==> src/rtl/turn_ctrl_pkg.sv <==
// Shared types and encodings for the turn maneuver controller.
package turn_ctrl_pkg;

  typedef enum logic [2:0] {
    StIdle,
    StFollow,
    StConfirm,
    StAdvance,
    StPivotOut,
    StPivotIn,
    StDone,
    StFault
  } state_e;

  localparam logic [1:0] MOT_STOP = 2'b00;
  localparam logic [1:0] MOT_FWD  = 2'b01;
  localparam logic [1:0] MOT_REV  = 2'b10;

  localparam logic [1:0] DIR_STRAIGHT = 2'b00;
  localparam logic [1:0] DIR_LEFT     = 2'b01;
  localparam logic [1:0] DIR_RIGHT    = 2'b10;
  localparam logic [1:0] DIR_UTURN    = 2'b11;

endpackage

==> src/rtl/node_debounce.sv <==
// Run-length counter of consecutive all-on sensor samples; flags a confirmed node.
module node_debounce #(
  parameter int unsigned DEBOUNCE_CYCLES = 4
) (
  input  logic clk,
  input  logic reset,
  input  logic track,
  input  logic run,
  input  logic all_on,
  output logic confirm
);

  localparam int unsigned CW = $clog2(DEBOUNCE_CYCLES + 1);
  localparam logic [CW-1:0] CntMax = CW'(DEBOUNCE_CYCLES);

  logic [CW-1:0] cnt_q, cnt_d, cnt_inc;

  // The first all-on sample (outside a run) loads 1; a run keeps counting.
  always_comb begin
    cnt_inc = (cnt_q == CntMax) ? cnt_q : cnt_q + CW'(1);
    cnt_d   = '0;
    if (track && all_on) begin
      cnt_d = run ? cnt_inc : CW'(1);
    end
    confirm = track && all_on && (cnt_d == CntMax);
  end

  always_ff @(posedge clk or negedge reset) begin
    if (!reset) begin
      cnt_q <= '0;
    end else begin
      cnt_q <= cnt_d;
    end
  end

endmodule

==> src/rtl/turn_maneuver_controller.sv <==
// Line-follower motor sequencer: follow, node confirm, advance, pivot turns.
// Optional lost-line fault enabled by defining TURN_LOST_LINE_TIMEOUT_EN.
module turn_maneuver_controller
  import turn_ctrl_pkg::*;
#(
  parameter int unsigned DEBOUNCE_CYCLES  = 4,
  parameter int unsigned ADVANCE_CYCLES   = 50000,
  parameter int unsigned PIVOT_MAX_CYCLES = 2000000,
  parameter int unsigned LOST_MAX_CYCLES  = 1000000
) (
  input  logic       clk,
  input  logic       reset,
  input  logic       enable,
  input  logic [2:0] line_sensor,
  input  logic [1:0] turn_direction,
  input  logic       route_done,
  output logic [1:0] motor_left,
  output logic [1:0] motor_right,
  output logic       node_ack,
  output logic       busy,
  output logic       done,
  output logic       fault
);

  localparam int unsigned AW = $clog2(ADVANCE_CYCLES + 1);
  localparam int unsigned PW = $clog2(PIVOT_MAX_CYCLES + 1);
  localparam logic [AW-1:0] AdvMax  = AW'(ADVANCE_CYCLES);
  localparam logic [AW-1:0] AdvLast = AW'(ADVANCE_CYCLES - 1);
  localparam logic [PW-1:0] PivMax  = PW'(PIVOT_MAX_CYCLES);
  localparam logic [PW-1:0] PivLast = PW'(PIVOT_MAX_CYCLES - 1);

  state_e          state_q, state_d;
  logic [1:0]      dir_q, dir_d;
  logic [1:0]      pass_q, pass_d;
  logic [AW-1:0]   adv_q, adv_d;
  logic [PW-1:0]   piv_q, piv_d;
  logic [1:0]      corr_l_q, corr_r_q, corr_l_d, corr_r_d;
  logic [1:0]      ml_d, mr_d;
  logic            ack_d, busy_d, done_d, fault_d;
  logic            all_on, centre, confirm, piv_timeout, lost_timeout, in_pivot;

  assign all_on      = (line_sensor == 3'b111);
  assign centre      = line_sensor[1];
  assign piv_timeout = (piv_q >= PivLast);
  assign in_pivot    = (state_q == StPivotOut) || (state_q == StPivotIn);

  node_debounce #(
    .DEBOUNCE_CYCLES(DEBOUNCE_CYCLES)
  ) u_node_debounce (
    .clk    (clk),
    .reset  (reset),
    .track  ((state_q == StFollow) || (state_q == StConfirm)),
    .run    (state_q == StConfirm),
    .all_on (all_on),
    .confirm(confirm)
  );

`ifdef TURN_LOST_LINE_TIMEOUT_EN
  localparam int unsigned LW = $clog2(LOST_MAX_CYCLES + 1);
  localparam logic [LW-1:0] LostMax  = LW'(LOST_MAX_CYCLES);
  localparam logic [LW-1:0] LostLast = LW'(LOST_MAX_CYCLES - 1);

  logic [LW-1:0] lost_q, lost_d;
  logic          line_gone;

  assign line_gone    = (state_q == StFollow) && (line_sensor == 3'b000);
  assign lost_timeout = line_gone && (lost_q >= LostLast);

  always_comb begin
    lost_d = '0;
    if (line_gone) begin
      lost_d = (lost_q == LostMax) ? lost_q : lost_q + LW'(1);
    end
  end

  always_ff @(posedge clk or negedge reset) begin
    if (!reset) begin
      lost_q <= '0;
    end else begin
      lost_q <= lost_d;
    end
  end
`else
  logic unused_lost_max;
  assign unused_lost_max = |LOST_MAX_CYCLES;
  assign lost_timeout    = 1'b0;
`endif

  // Next-state logic; enable low overrides every transition.
  always_comb begin
    state_d = state_q;
    dir_d   = dir_q;
    pass_d  = pass_q;
    unique case (state_q)
      StIdle: state_d = StFollow;
      StFollow, StConfirm: begin
        if (lost_timeout) begin
          state_d = StFault;
        end else if (confirm) begin
          if (route_done) begin
            state_d = StDone;
          end else begin
            dir_d   = turn_direction;
            state_d = StAdvance;
          end
        end else if (state_q == StFollow && all_on) begin
          state_d = StConfirm;
        end else if (state_q == StConfirm && !all_on) begin
          state_d = StFollow;
        end
      end
      StAdvance: begin
        if (adv_q >= AdvLast) begin
          if (dir_q == DIR_STRAIGHT) begin
            state_d = StFollow;
          end else begin
            pass_d  = '0;
            state_d = StPivotOut;
          end
        end
      end
      StPivotOut: begin
        if (!centre)          state_d = StPivotIn;
        else if (piv_timeout) state_d = StFault;
      end
      StPivotIn: begin
        if (centre) begin
          pass_d  = (pass_q == 2'd2) ? pass_q : pass_q + 2'd1;
          state_d = (dir_q == DIR_UTURN && pass_q == 2'd0) ? StPivotOut : StFollow;
        end else if (piv_timeout) begin
          state_d = StFault;
        end
      end
      StDone, StFault: state_d = state_q;
      default: state_d = StIdle;
    endcase
    if (!enable) state_d = StIdle;
  end

  // Timers restart on every entry into their state.
  always_comb begin
    adv_d = '0;
    if (state_q == StAdvance && state_d == StAdvance) begin
      adv_d = (adv_q == AdvMax) ? adv_q : adv_q + AW'(1);
    end
    piv_d = '0;
    if (in_pivot && state_d == state_q) begin
      piv_d = (piv_q == PivMax) ? piv_q : piv_q + PW'(1);
    end
  end

  // Output decode from the current state, registered below.
  always_comb begin
    ml_d     = MOT_STOP;
    mr_d     = MOT_STOP;
    corr_l_d = corr_l_q;
    corr_r_d = corr_r_q;
    ack_d    = (state_q == StAdvance) && (adv_q == '0);
    busy_d   = !(state_q == StIdle || state_q == StDone || state_q == StFault);
    done_d   = (state_q == StDone);
    fault_d  = (state_q == StFault);
    unique case (state_q)
      StFollow: begin
        case (line_sensor)
          3'b100, 3'b110: begin ml_d = MOT_STOP; mr_d = MOT_FWD;  end
          3'b001, 3'b011: begin ml_d = MOT_FWD;  mr_d = MOT_STOP; end
          3'b000:         begin ml_d = corr_l_q; mr_d = corr_r_q; end
          default:        begin ml_d = MOT_FWD;  mr_d = MOT_FWD;  end
        endcase
        if (line_sensor != 3'b000) begin
          corr_l_d = ml_d;
          corr_r_d = mr_d;
        end
      end
      StConfirm, StAdvance: begin
        ml_d = MOT_FWD;
        mr_d = MOT_FWD;
      end
      StPivotOut, StPivotIn: begin
        ml_d = (dir_q == DIR_LEFT) ? MOT_REV : MOT_FWD;
        mr_d = (dir_q == DIR_LEFT) ? MOT_FWD : MOT_REV;
      end
      default: ;
    endcase
  end

  always_ff @(posedge clk or negedge reset) begin
    if (!reset) begin
      state_q     <= StIdle;
      dir_q       <= DIR_STRAIGHT;
      pass_q      <= '0;
      adv_q       <= '0;
      piv_q       <= '0;
      corr_l_q    <= MOT_FWD;
      corr_r_q    <= MOT_FWD;
      motor_left  <= MOT_STOP;
      motor_right <= MOT_STOP;
      node_ack    <= 1'b0;
      busy        <= 1'b0;
      done        <= 1'b0;
      fault       <= 1'b0;
    end else begin
      state_q     <= state_d;
      dir_q       <= dir_d;
      pass_q      <= pass_d;
      adv_q       <= adv_d;
      piv_q       <= piv_d;
      corr_l_q    <= corr_l_d;
      corr_r_q    <= corr_r_d;
      motor_left  <= ml_d;
      motor_right <= mr_d;
      node_ack    <= ack_d;
      busy        <= busy_d;
      done        <= done_d;
      fault       <= fault_d;
    end
  end

endmodule

==> config.mk <==
export PLATFORM = sky130hd
export DESIGN_NAME = turn_maneuver_controller
export DESIGN_NICKNAME = d
export VERILOG_FILES = /design/src/rtl/turn_ctrl_pkg.sv /design/src/rtl/node_debounce.sv /design/src/rtl/turn_maneuver_controller.sv
export SDC_FILE = /design/constraint.sdc
export NUM_CORES = 1
export LEC_CHECK = 0
export CAP_MARGIN = 25
export CELL_PAD_IN_SITES_DETAIL_PLACEMENT = 1
export CELL_PAD_IN_SITES_GLOBAL_PLACEMENT = 1
export CORE_AREA = 2 2 89 83
export CTS_CLUSTER_DIAMETER = 40
export DETAILED_ROUTE_END_ITERATION = 8
export DIE_AREA = 0 0 91 85
export PLACE_DENSITY = 0.82
export SYNTH_ARGS = -nofsm -noshare
export SYNTH_HDL_FRONTEND = slang
export SYNTH_SLANG_ARGS = --single-unit
==> constraint.sdc <==
create_clock -name clk -period 6 [get_ports clk]
set_input_delay 1.5 -clock clk [delete_from_list [all_inputs] [get_ports clk]]
set_output_delay 1.5 -clock clk [all_outputs]
set_load 0.1 [all_outputs]
==> results.py, run 1 <==
metrics = {
    "timing": {
        "relSlewSlack_pct": 34.5,
        "fin_crit_sh_pct": 67.7,
        "min_period_ps": 4060,
        "rsz0062_at_grt": "false",
        "fin_ws_ps": 1940,
        "setup_tns_ps": 0,
        "fmax_mhz": 246,
        "setup_viol": 0,
        "worstMarginPinSlew_ps": 980,
        "hold_violations": 0,
        "slew_violations": 0,
        "fin_worst_skew_ps": 9.13,
    },
    "critical_path": {
        "path_buf_inv": 1,
        "slowest_stage": "clkdlybuf4s50_1",
        "worstReg2RegEnd": "piv_q[16]",
        "crit_cells": 8,
        "crit_type": "input port to flip-flop",
        "slowest_delay_ps": 730,
        "crit_family": "simple AND/OR/NAND/NOR gates",
        "worstRegToRegCells": 7,
        "worstPathCellList": "clkdlybuf4s50_1 -> nand3_1 -> or3_1 -> o2111ai_1 -> a21oi_1 -> a41oi_1 -> nand3_2 -> nor2_1",
        "cp-start-kind": "input port",
        "r2r_slack_ps": 3070,
        "worstPathArrival_ps": 4320,
        "end_kind": "flip-flop",
        "reg2reg_from": "state_q[1]",
        "critPathMaxFanout": 21,
        "required_ps": 6260,
    },
    "synthesis": {
        "synth_nets": 367,
        "synthXorXnorAreaFrac_pct": 9.24,
        "synth-edff-count": 0,
        "yosys-top-cells-area": "dfrtp_1 43%, nor2_1 6.7%, xnor2_1 5.0%",
        "synth_simple_gate_area_share_pct": 27.0,
        "synth_ff_type": "dfrtp_1",
        "ys_seq_elements": 59,
        "ys_warn_count": 0,
        "synth_fa_ha_area_share_pct": 3.02,
        "seq_area_frac_synth_pct": 44.6,
        "async_reset_ff_share_pct": 100,
        "synth_mux_area_share_pct": 1.62,
        "yosysTopAreaCellShare_pct": 43.0,
        "yosys.area.top_type": "dfrtp_1",
        "syn_area_mm2": 0.00332,
        "synth_top_family_by_area": "simple AND/OR/NAND/NOR gates",
        "synth_cell_types": 59,
        "synth_compound_area_share_pct": 9.88,
        "postSynthAreaPerCell_um2": 9.48,
        "syn_inst": 350,
    },
    "clock_network": {
        "cts_resized": 0,
        "postCtsSetupBuffers": 0,
        "h-tree-depth": 3,
        "cts_root_buffer": "clkbuf_8",
        "cts.sinks": 59,
        "numCtsBuffers": 9,
        "cts_tree": "built",
        "path_clk_slew_ps": 80,
        "insertion_delay_ps": 350,
        "cts_buffer_depth": 2,
        "ctsHoldBuffers": 0,
    },
    "global_route": {
        "globalRouteOverflowTotal": 0,
        "top_usage_layer": "met2",
        "met2_usage_pct": 37.9,
        "grt_pass1_vias": 2824,
        "grt_pass1_wl_um": 13800,
        "grt_max_degree": 60,
        "antenna_found_initial": 0,
        "globalRouteTotalUtil_pct": 22.5,
        "grtUsageMet3_pct": 5.95,
        "grt_use_met1_pct": 28.4,
    },
    "pwr": {
        "power-per-cell-area_mw_per_mm2": 279,
        "p_leak_nw": 1.47,
        "ir_worst_vdd_mv": 0.117,
    },
    "finish": {
        "design_area_mm2": 0.00378,
        "layout-drive-gt1-share_pct": 13.2,
        "antenna_cells": 0,
        "nFillCells": 813,
        "fin_util_pct": 55.5,
        "final_common_cell": "nor2_1",
        "nNetsFinal": 384,
        "most-common-layout-cells": "59 x nor2_1, 57 x dfrtp_1, 25 x nand2_1, 19 x xnor2_1, 18 x nand3_1",
        "synthToLayoutAreaGrowth_pct": 14.1,
    },
    "floorplanning": {
        "io_pins": 17,
        "fp-row-count": 29,
        "die_w_um": 91,
        "die_h_um": 85,
        "dieArea_mm2": 0.00774,
        "core_mm2": 0.00682,
        "start_util_pct": 48.6,
    },
    "placement": {
        "hpwl_um": 5410,
        "numPortBuffers": 16,
        "dp_worst_setup_slack_ps": 1610,
        "place_area_mm2": 0.00351,
        "gp_congestion": 0.787,
    },
    "detailed_routing": {
        "wire_per_inst_um": 17.2,
        "vias_per_cell": 5.73,
        "wirelength_um": 7980,
        "drtIter0Drc": 113,
        "vias": 2663,
        "dr.pass1.iters": 4,
        "route.antenna.remaining_nets": 0,
        "post-route-drc-count": 0,
    },
    "min_path": {
        "hold_path_class": "flip-flop to flip-flop",
        "min_to": "corr_r_q[1]",
        "min_from": "corr_r_q[1]",
        "whs_path_depth": 1,
    },
    "status": {
        "status": "complete, no violations",
    },
    "flow_run": {
        "max_cap_violations": 0,
    },
}
-- synth_stat cells (4+ instances only) --
library cell,number
and3_1,6
inv_1,16
nand3_1,18
nand2_1,25
nor4_1,6
buf_6,4
nor2b_1,4
ha_1,8
xnor2_1,19
nor2_1,59
a21oi_1,10
nor4b_1,4
xor2_1,16
o21ai_0,5
nand4_1,9
o22ai_1,4
dfrtp_1,57
nor2_2,11
nor3_1,9
-- registers in the layout (all words and copies together), names as in the netlist --
| signal | count |
|---|---|
| u_node_debounce.cnt_q | 3 |
| node_ack | 1 |
| fault | 1 |
| motor_left | 2 |
| state_q | 3 |
| corr_r_q | 2 |
| motor_right | 2 |
| dir_q | 2 |
| done | 1 |
| corr_l_q | 2 |
| pass_q | 2 |
| adv_q | 16 |
| busy | 1 |
| piv_q | 21 |
-- worst reg2reg max path: cells and delay by family, from the launching register on --
kind	cells	cell delay, ps
and+or+nand+nor	5	1810
AOI/OAI and AO/OA	2	330
DFF	1	730
-- area by class of cell --
| cell class | instances | area, um2 | area share, % |
|---|---|---|---|
| Multi-Input combinational cell | 263 | 1680 | 44.5 |
| Sequential cell | 59 | 1480 | 39.1 |
| Timing Repair Buffer | 18 | 170 | 4.50 |
| Clock buffer | 10 | 138 | 3.64 |
| Clock inverter | 6 | 136 | 3.60 |
| Tap cell | 93 | 116 | 3.08 |
| Inverter | 16 | 60.1 | 1.59 |
-- kinds of logic (layout without fill, tap and decap cells) --
logic type	after synthesis	count (layout)
multiplexers	5	5
AND/OR/NAND/NOR	173	173
adder cells (fa/ha/maj)	8	8
buffers and inverters	28	50
flip-flops	59	59
AO/OA/AOI/OAI	42	42
XOR/XNOR	35	35
-- power breakdown --
part           leakage, nW  total, mW  switching, mW  internal [mW]
clock network        0.133      0.506          0.176          0.330
registers            0.803      0.432         0.0178          0.414
logic                0.530      0.118         0.0796         0.0386
-- metal layers --
metal / routed length, um / vias to the layer above / part of all wire, %
met3: 250 / 13 / 3.1
met1: 3540 / 1355 / 44
met4: 127 / 0 / 1.6
met5: 0 / - / 0
li1: - / 1249 / -
met2: 4060 / 46 / 51
-- metrics by stage --
stage	hold WS (ps)	cells	total power, mW
3_5_place_dp	482	449	0.557
6_report	520	465	1.06
5_1_grt	537	465	1.09
2_1_floorplan	442	350	0.521
3_3_place_gp	483	449	0.552
4_1_cts	519	465	1.06
-- worst max path at each step --
stage,start,end,slack (ps)
after floorplan,line_sensor[1],adv_q[10],2990
after global placement,line_sensor[1],piv_q[10],1790
after detailed placement,line_sensor[1],piv_q[3],1610
after CTS,line_sensor[1],piv_q[3],1960
after global routing,line_sensor[1],piv_q[15],1750
final,line_sensor[1],piv_q[16],1940
Note: power is estimated with default switching activity, not from simulation.
==> run 2: changes to the inputs <==
Settings changed: CORE_AREA 2 2 89 83 to 2 2 97 90, DIE_AREA 0 0 91 85 to 0 0 99 92, PLACE_DENSITY 0.82 to 0.74.
Clock period 6 ns to 3.51 ns, I/O delays scaled along.
==> run 2 against run 1 <==
Effect of this change:
- sequential share of layout area is 0.42 points higher
- critical endpoint is now piv_q[2]
- worst hold slack worse by 16 ps
- design area shrank 1.1%
- clock skew down 3.0 ps
==> results.py, run 2 (same netlist as run 1, synthesis figures left out) <==
metrics = {
    "status": {
        "status": "complete, no violations",
    },
    "finish": {
        "synthToLayoutAreaGrowth_pct": 12.9,
        "layout-drive-gt1-share_pct": 15.9,
        "antenna_cells": 0,
        "largestRegisters": "piv_q x21, adv_q x16",
        "largest_reg_flops": 21,
        "nNetsFinal": 390,
        "nFillCells": 959,
        "top_register": "piv_q",
        "most-common-layout-cells": "59 x nor2_1, 57 x dfrtp_1, 25 x nand2_1, 19 x xnor2_1, 18 x nand3_1",
        "final_common_cell": "nor2_1",
    },
    "global_route": {
        "grt_pass1_wl_um": 12600,
        "globalRouteOverflowTotal": 0,
        "antenna_found_initial": 0,
        "globalRouteTotalUtil_pct": 17.2,
        "grt_pass1_vias": 2597,
        "grt_max_degree": 60,
    },
    "flow_run": {
        "max_cap_violations": 0,
    },
    "floorplanning": {
        "die_w_um": 99,
        "die_h_um": 92,
        "core_mm2": 0.00821,
        "io_pins": 17,
        "start_util_pct": 40.4,
        "dieArea_mm2": 0.00911,
        "fp-row-count": 32,
    },
    "critical_path": {
        "crit_family": "simple AND/OR/NAND/NOR gates",
        "critPathMaxFanout": 21,
        "crit_type": "input port to flip-flop",
        "cp-start-kind": "input port",
        "path_buf_inv": 2,
        "slowest_delay_ps": 590,
        "end_kind": "flip-flop",
        "worstPathArrival_ps": 3180,
        "required_ps": 3730,
        "slowest_stage": "clkdlybuf4s50_1",
        "worstPathCellList": "clkdlybuf4s50_1 -> nand3_1 -> or3_1 -> o2111ai_1 -> o211ai_2 -> nor3b_2 -> nand3_2 -> buf_4 -> nor2_1",
    },
    "clock_network": {
        "path_clk_slew_ps": 60,
        "cts.sinks": 59,
        "cts_root_buffer": "clkbuf_8",
        "ctsHoldBuffers": 0,
        "postCtsSetupBuffers": 0,
        "cts_resized": 0,
        "cts_tree": "built",
        "h-tree-depth": 3,
        "cts_buffer_depth": 2,
        "insertion_delay_ps": 340,
        "numCtsBuffers": 9,
    },
    "detailed_routing": {
        "vias": 2573,
        "vias_per_cell": 5.36,
        "wire_per_inst_um": 15.1,
        "dr.pass1.iters": 4,
        "route.antenna.remaining_nets": 0,
        "wirelength_um": 7230,
        "post-route-drc-count": 0,
        "drtIter0Drc": 80,
    },
    "timing": {
        "fin_ws_ps": 550,
        "setup_tns_ps": 0,
        "fin_worst_skew_ps": 6.11,
        "relSlewSlack_pct": 50.5,
        "rsz0062_at_grt": "false",
        "slew_violations": 0,
        "worstMarginPinSlew_ps": 743,
        "hold_violations": 0,
        "fmax_mhz": 338,
        "min_period_ps": 2960,
        "whs_ps": 504,
        "setup_viol": 0,
        "fin_crit_sh_pct": 84.3,
    },
    "pwr": {
        "p_leak_nw": 1.48,
        "ir_worst_vdd_mv": 0.328,
        "finalPower_mw": 1.56,
        "power-per-cell-area_mw_per_mm2": 418,
    },
    "placement": {
        "dp_worst_setup_slack_ps": 173,
        "gp_congestion": 0.740,
        "numPortBuffers": 16,
        "hpwl_um": 5170,
    },
    "min_path": {
        "hold_path_class": "flip-flop to flip-flop",
    },
}
## run 2: cell count changes in the layout (fill, tap and decap cells not counted)
| cell | previous run | this run |
|---|---|---|
| clkbuf_1 | 0 | 3 |
| clkinv_2 | 0 | 1 |
| clkbuf_8 | 10 | 11 |
| clkinvlp_4 | 1 | 0 |
| buf_4 | 2 | 16 |
| bufinv_16 | 4 | 1 |
| clkdlybuf4s50_1 | 15 | 7 |
| clkinv_4 | 1 | 0 |
## run 2: metal layers
metal	global-route usage [%]	vias to the layer above	part of all wire [%]
li1	-	1258	-
met1	23.2	1280	49
met2	27.3	24	48
met3	4.34	11	2.3
met4	5.48	0	1.4
met5	0	-	0
## run 2: worst reg2reg max path, stage by stage, from the launching register on
cell	delay, ps
dfrtp_1	630
or3b_4	510
nor4_2	390
nor4b_1	460
buf_4	210
mux2_2	320
## run 2: cell type report
cell class                 count  area, um2  share of cell area [%]
clock buffer                  14        163                    4.34
timing repair buffer          24        195                    5.21
tap                          102        128                    3.41
sequential                    59       1480                    39.5
multi-input combinational    263       1680                    45.0
clock inverter                 2       35.0                   0.936
inverter                      16       60.1                    1.60
## run 2: where the power goes
| group | leakage, nW | switching (mW) | internal [mW] |
|---|---|---|---|
| Clock | 0.101 | 0.263 | 0.367 |
| Sequential | 0.803 | 0.0268 | 0.709 |
| Combinational | 0.574 | 0.134 | 0.0650 |
## run 2: through the flow
stage / instances / instance area (um2) / util [%]
2_1_floorplan: 350 / 3320 / -
3_3_place_gp: 464 / 3550 / 43.2
3_5_place_dp: 464 / 3550 / 43.2
4_1_cts: 480 / 3740 / 45.6
5_1_grt: 480 / 3740 / 45.6
6_report: 480 / 3740 / 45.6
## run 2: worst paths after layout
path | cells past startpoint | from | slack, ps | end
min in group asynchronous | 2 | reset | 670 | piv_q[0]
max | 9 | line_sensor[0] | 550 | piv_q[2]
min | 2 | corr_r_q[1] | 500 | motor_right[1]
min reg2reg | 2 | corr_r_q[1] | 500 | motor_right[1]
max in group asynchronous | 2 | reset | 2320 | motor_left[0]
max reg2reg | 5 | state_q[0] | 880 | dir_q[1]
==> run 3: changes to the inputs <==
Settings changed: CORE_AREA 2 2 97 90 to 2 2 92 85, DIE_AREA 0 0 99 92 to 0 0 94 87, PLACE_DENSITY 0.74 to 0.78.
Clock period 3.51 ns to 3 ns, I/O delays scaled along.
==> run 3 against run 2 <==
Effect of this change:
- global-route usage grew 3.3 points
- critical path depth is the same
- critical endpoint unchanged
- critical path type unchanged
- via count is essentially flat
- combinational power grew 31%
- sequential power grew 15%
- register-to-register slack lost 220 ps
- largest power group is now clock
- flip-flop and latch count is the same
- sequential share of layout area shrank 1.1 points
- cell count shrank 0.42%
==> results.py, run 3 (same netlist as run 1, synthesis figures left out) <==
metrics = {
    "finish": {
        "layout-drive-gt1-share_pct": 17.5,
        "largestRegisters": "piv_q x21, adv_q x16",
        "final_common_cell": "nor2_1",
        "synthToLayoutAreaGrowth_pct": 16.2,
        "top_register": "piv_q",
        "design_area_mm2": 0.00385,
        "antenna_cells": 0,
        "nFillCells": 834,
        "most-common-layout-cells": "59 x nor2_1, 57 x dfrtp_1, 25 x nand2_1, 19 x xnor2_1",
        "nNetsFinal": 394,
        "largest_reg_flops": 21,
        "fin_cells": 478,
        "fin_util_pct": 52.6,
    },
    "placement": {
        "dp_cells": 462,
        "dp_worst_setup_slack_ps": 93.8,
        "place_area_mm2": 0.00359,
        "numPortBuffers": 16,
        "gp_congestion": 0.761,
        "hpwl_um": 5470,
    },
    "pwr": {
        "finalPower_mw": 2.05,
        "p_leak_nw": 1.54,
        "ir_worst_vdd_mv": 0.236,
        "power-per-cell-area_mw_per_mm2": 531,
    },
    "clock_network": {
        "cts_root_buffer": "clkbuf_8",
        "cts.sinks": 59,
        "insertion_delay_ps": 340,
        "cts_tree": "built",
        "numCtsBuffers": 9,
        "path_clk_slew_ps": 70,
        "ctsHoldBuffers": 0,
        "cts_resized": 0,
        "h-tree-depth": 3,
        "cts_buffer_depth": 2,
        "postCtsSetupBuffers": 0,
    },
    "detailed_routing": {
        "wirelength_um": 7610,
        "vias_per_cell": 5.39,
        "dr.pass1.iters": 4,
        "post-route-drc-count": 0,
        "route.antenna.remaining_nets": 0,
        "vias": 2575,
        "wire_per_inst_um": 15.9,
        "drtIter0Drc": 119,
    },
    "critical_path": {
        "end_kind": "flip-flop",
        "path_buf_inv": 2,
        "crit_family": "simple AND/OR/NAND/NOR gates",
        "crit_type": "input port to flip-flop",
        "cp-start-kind": "input port",
        "slowest_stage": "clkdlybuf4s50_1",
        "slowest_delay_ps": 480,
        "worstRegToRegCells": 8,
        "required_ps": 3260,
        "r2r_slack_ps": 660,
        "worstPathArrival_ps": 2820,
        "reg2reg_from": "adv_q[13]",
        "critPathMaxFanout": 21,
        "worstPathCellList": "clkdlybuf4s50_1 -> nand3_1 -> or3_1 -> o2111ai_1 -> a21oi_1 -> a41oi_1 -> nand3_2 -> buf_12 -> nor2_1",
        "worstReg2RegEnd": "piv_q[2]",
    },
    "timing": {
        "fin_crit_sh_pct": 85.4,
        "relSlewSlack_pct": 58.6,
        "worstMarginPinSlew_ps": 620,
        "rsz0062_at_grt": "false",
        "setup_viol": 0,
        "min_period_ps": 2560,
        "slew_violations": 0,
        "fin_worst_skew_ps": 7.19,
        "fmax_mhz": 391,
        "whs_ps": 423,
        "setup_tns_ps": 0,
        "hold_violations": 0,
        "fin_ws_ps": 439,
    },
    "min_path": {
        "hold_path_class": "input port to async pin",
    },
    "global_route": {
        "grt_pass1_wl_um": 13100,
        "grt_max_degree": 35,
        "globalRouteTotalUtil_pct": 20.5,
        "globalRouteOverflowTotal": 0,
        "antenna_found_initial": 0,
        "grt_pass1_vias": 2686,
    },
    "floorplanning": {
        "fp-row-count": 30,
        "die_h_um": 87,
        "io_pins": 17,
        "core_mm2": 0.00732,
        "start_util_pct": 45.3,
        "dieArea_mm2": 0.00818,
        "die_w_um": 94,
    },
    "status": {
        "status": "complete, no violations",
    },
    "flow_run": {
        "max_cap_violations": 0,
    },
}
## run 3: cell type report
cell class | count | area [um2] | share of cell area, %
Clock inverter | 4 | 95.1 | 2.47
Tap cell | 96 | 120 | 3.12
Clock buffer | 12 | 165 | 4.29
Multi-Input combinational cell | 263 | 1680 | 43.7
Timing Repair Buffer | 28 | 250 | 6.49
Sequential cell | 59 | 1480 | 38.4
Inverter | 16 | 60.1 | 1.56
## run 3: worst max path at each step
stage	from	to	slack, ps	depth (start not counted)
after global routing	line_sensor[0]	piv_q[2]	280	9
after floorplan	line_sensor[1]	adv_q[10]	740	7
final	line_sensor[1]	piv_q[2]	440	9
after detailed placement	line_sensor[0]	piv_q[2]	90	9
after global placement	line_sensor[1]	piv_q[18]	210	9
after CTS	line_sensor[0]	piv_q[2]	450	9
## run 3: layer usage
metal | wire, um | part of all wire (%) | GRT usage (%) | vias up
met3 | 232 | 3.0 | 6.15 | 6
met1 | 3580 | 47 | 26.9 | 1276
li1 | - | - | - | 1262
met2 | 3730 | 49 | 33.5 | 31
met5 | 0 | 0 | 0 | -
met4 | 65 | 0.85 | 5.14 | 0
## run 3: worst reg2reg max path, stage by stage (launching register included)
cell and delay (ps):
dfrtp_1 440, or4_4 560, a2111oi_4 300, o22ai_4 170, o211ai_2 200, nor3b_2 200
nand3_2 110, buf_12 180, nor2_1 120
## run 3: power by group
group,internal (mW),total [mW],switching [mW]
Clock,0.619,0.940,0.322
Sequential,0.829,0.845,0.0158
Combinational,0.0842,0.261,0.177
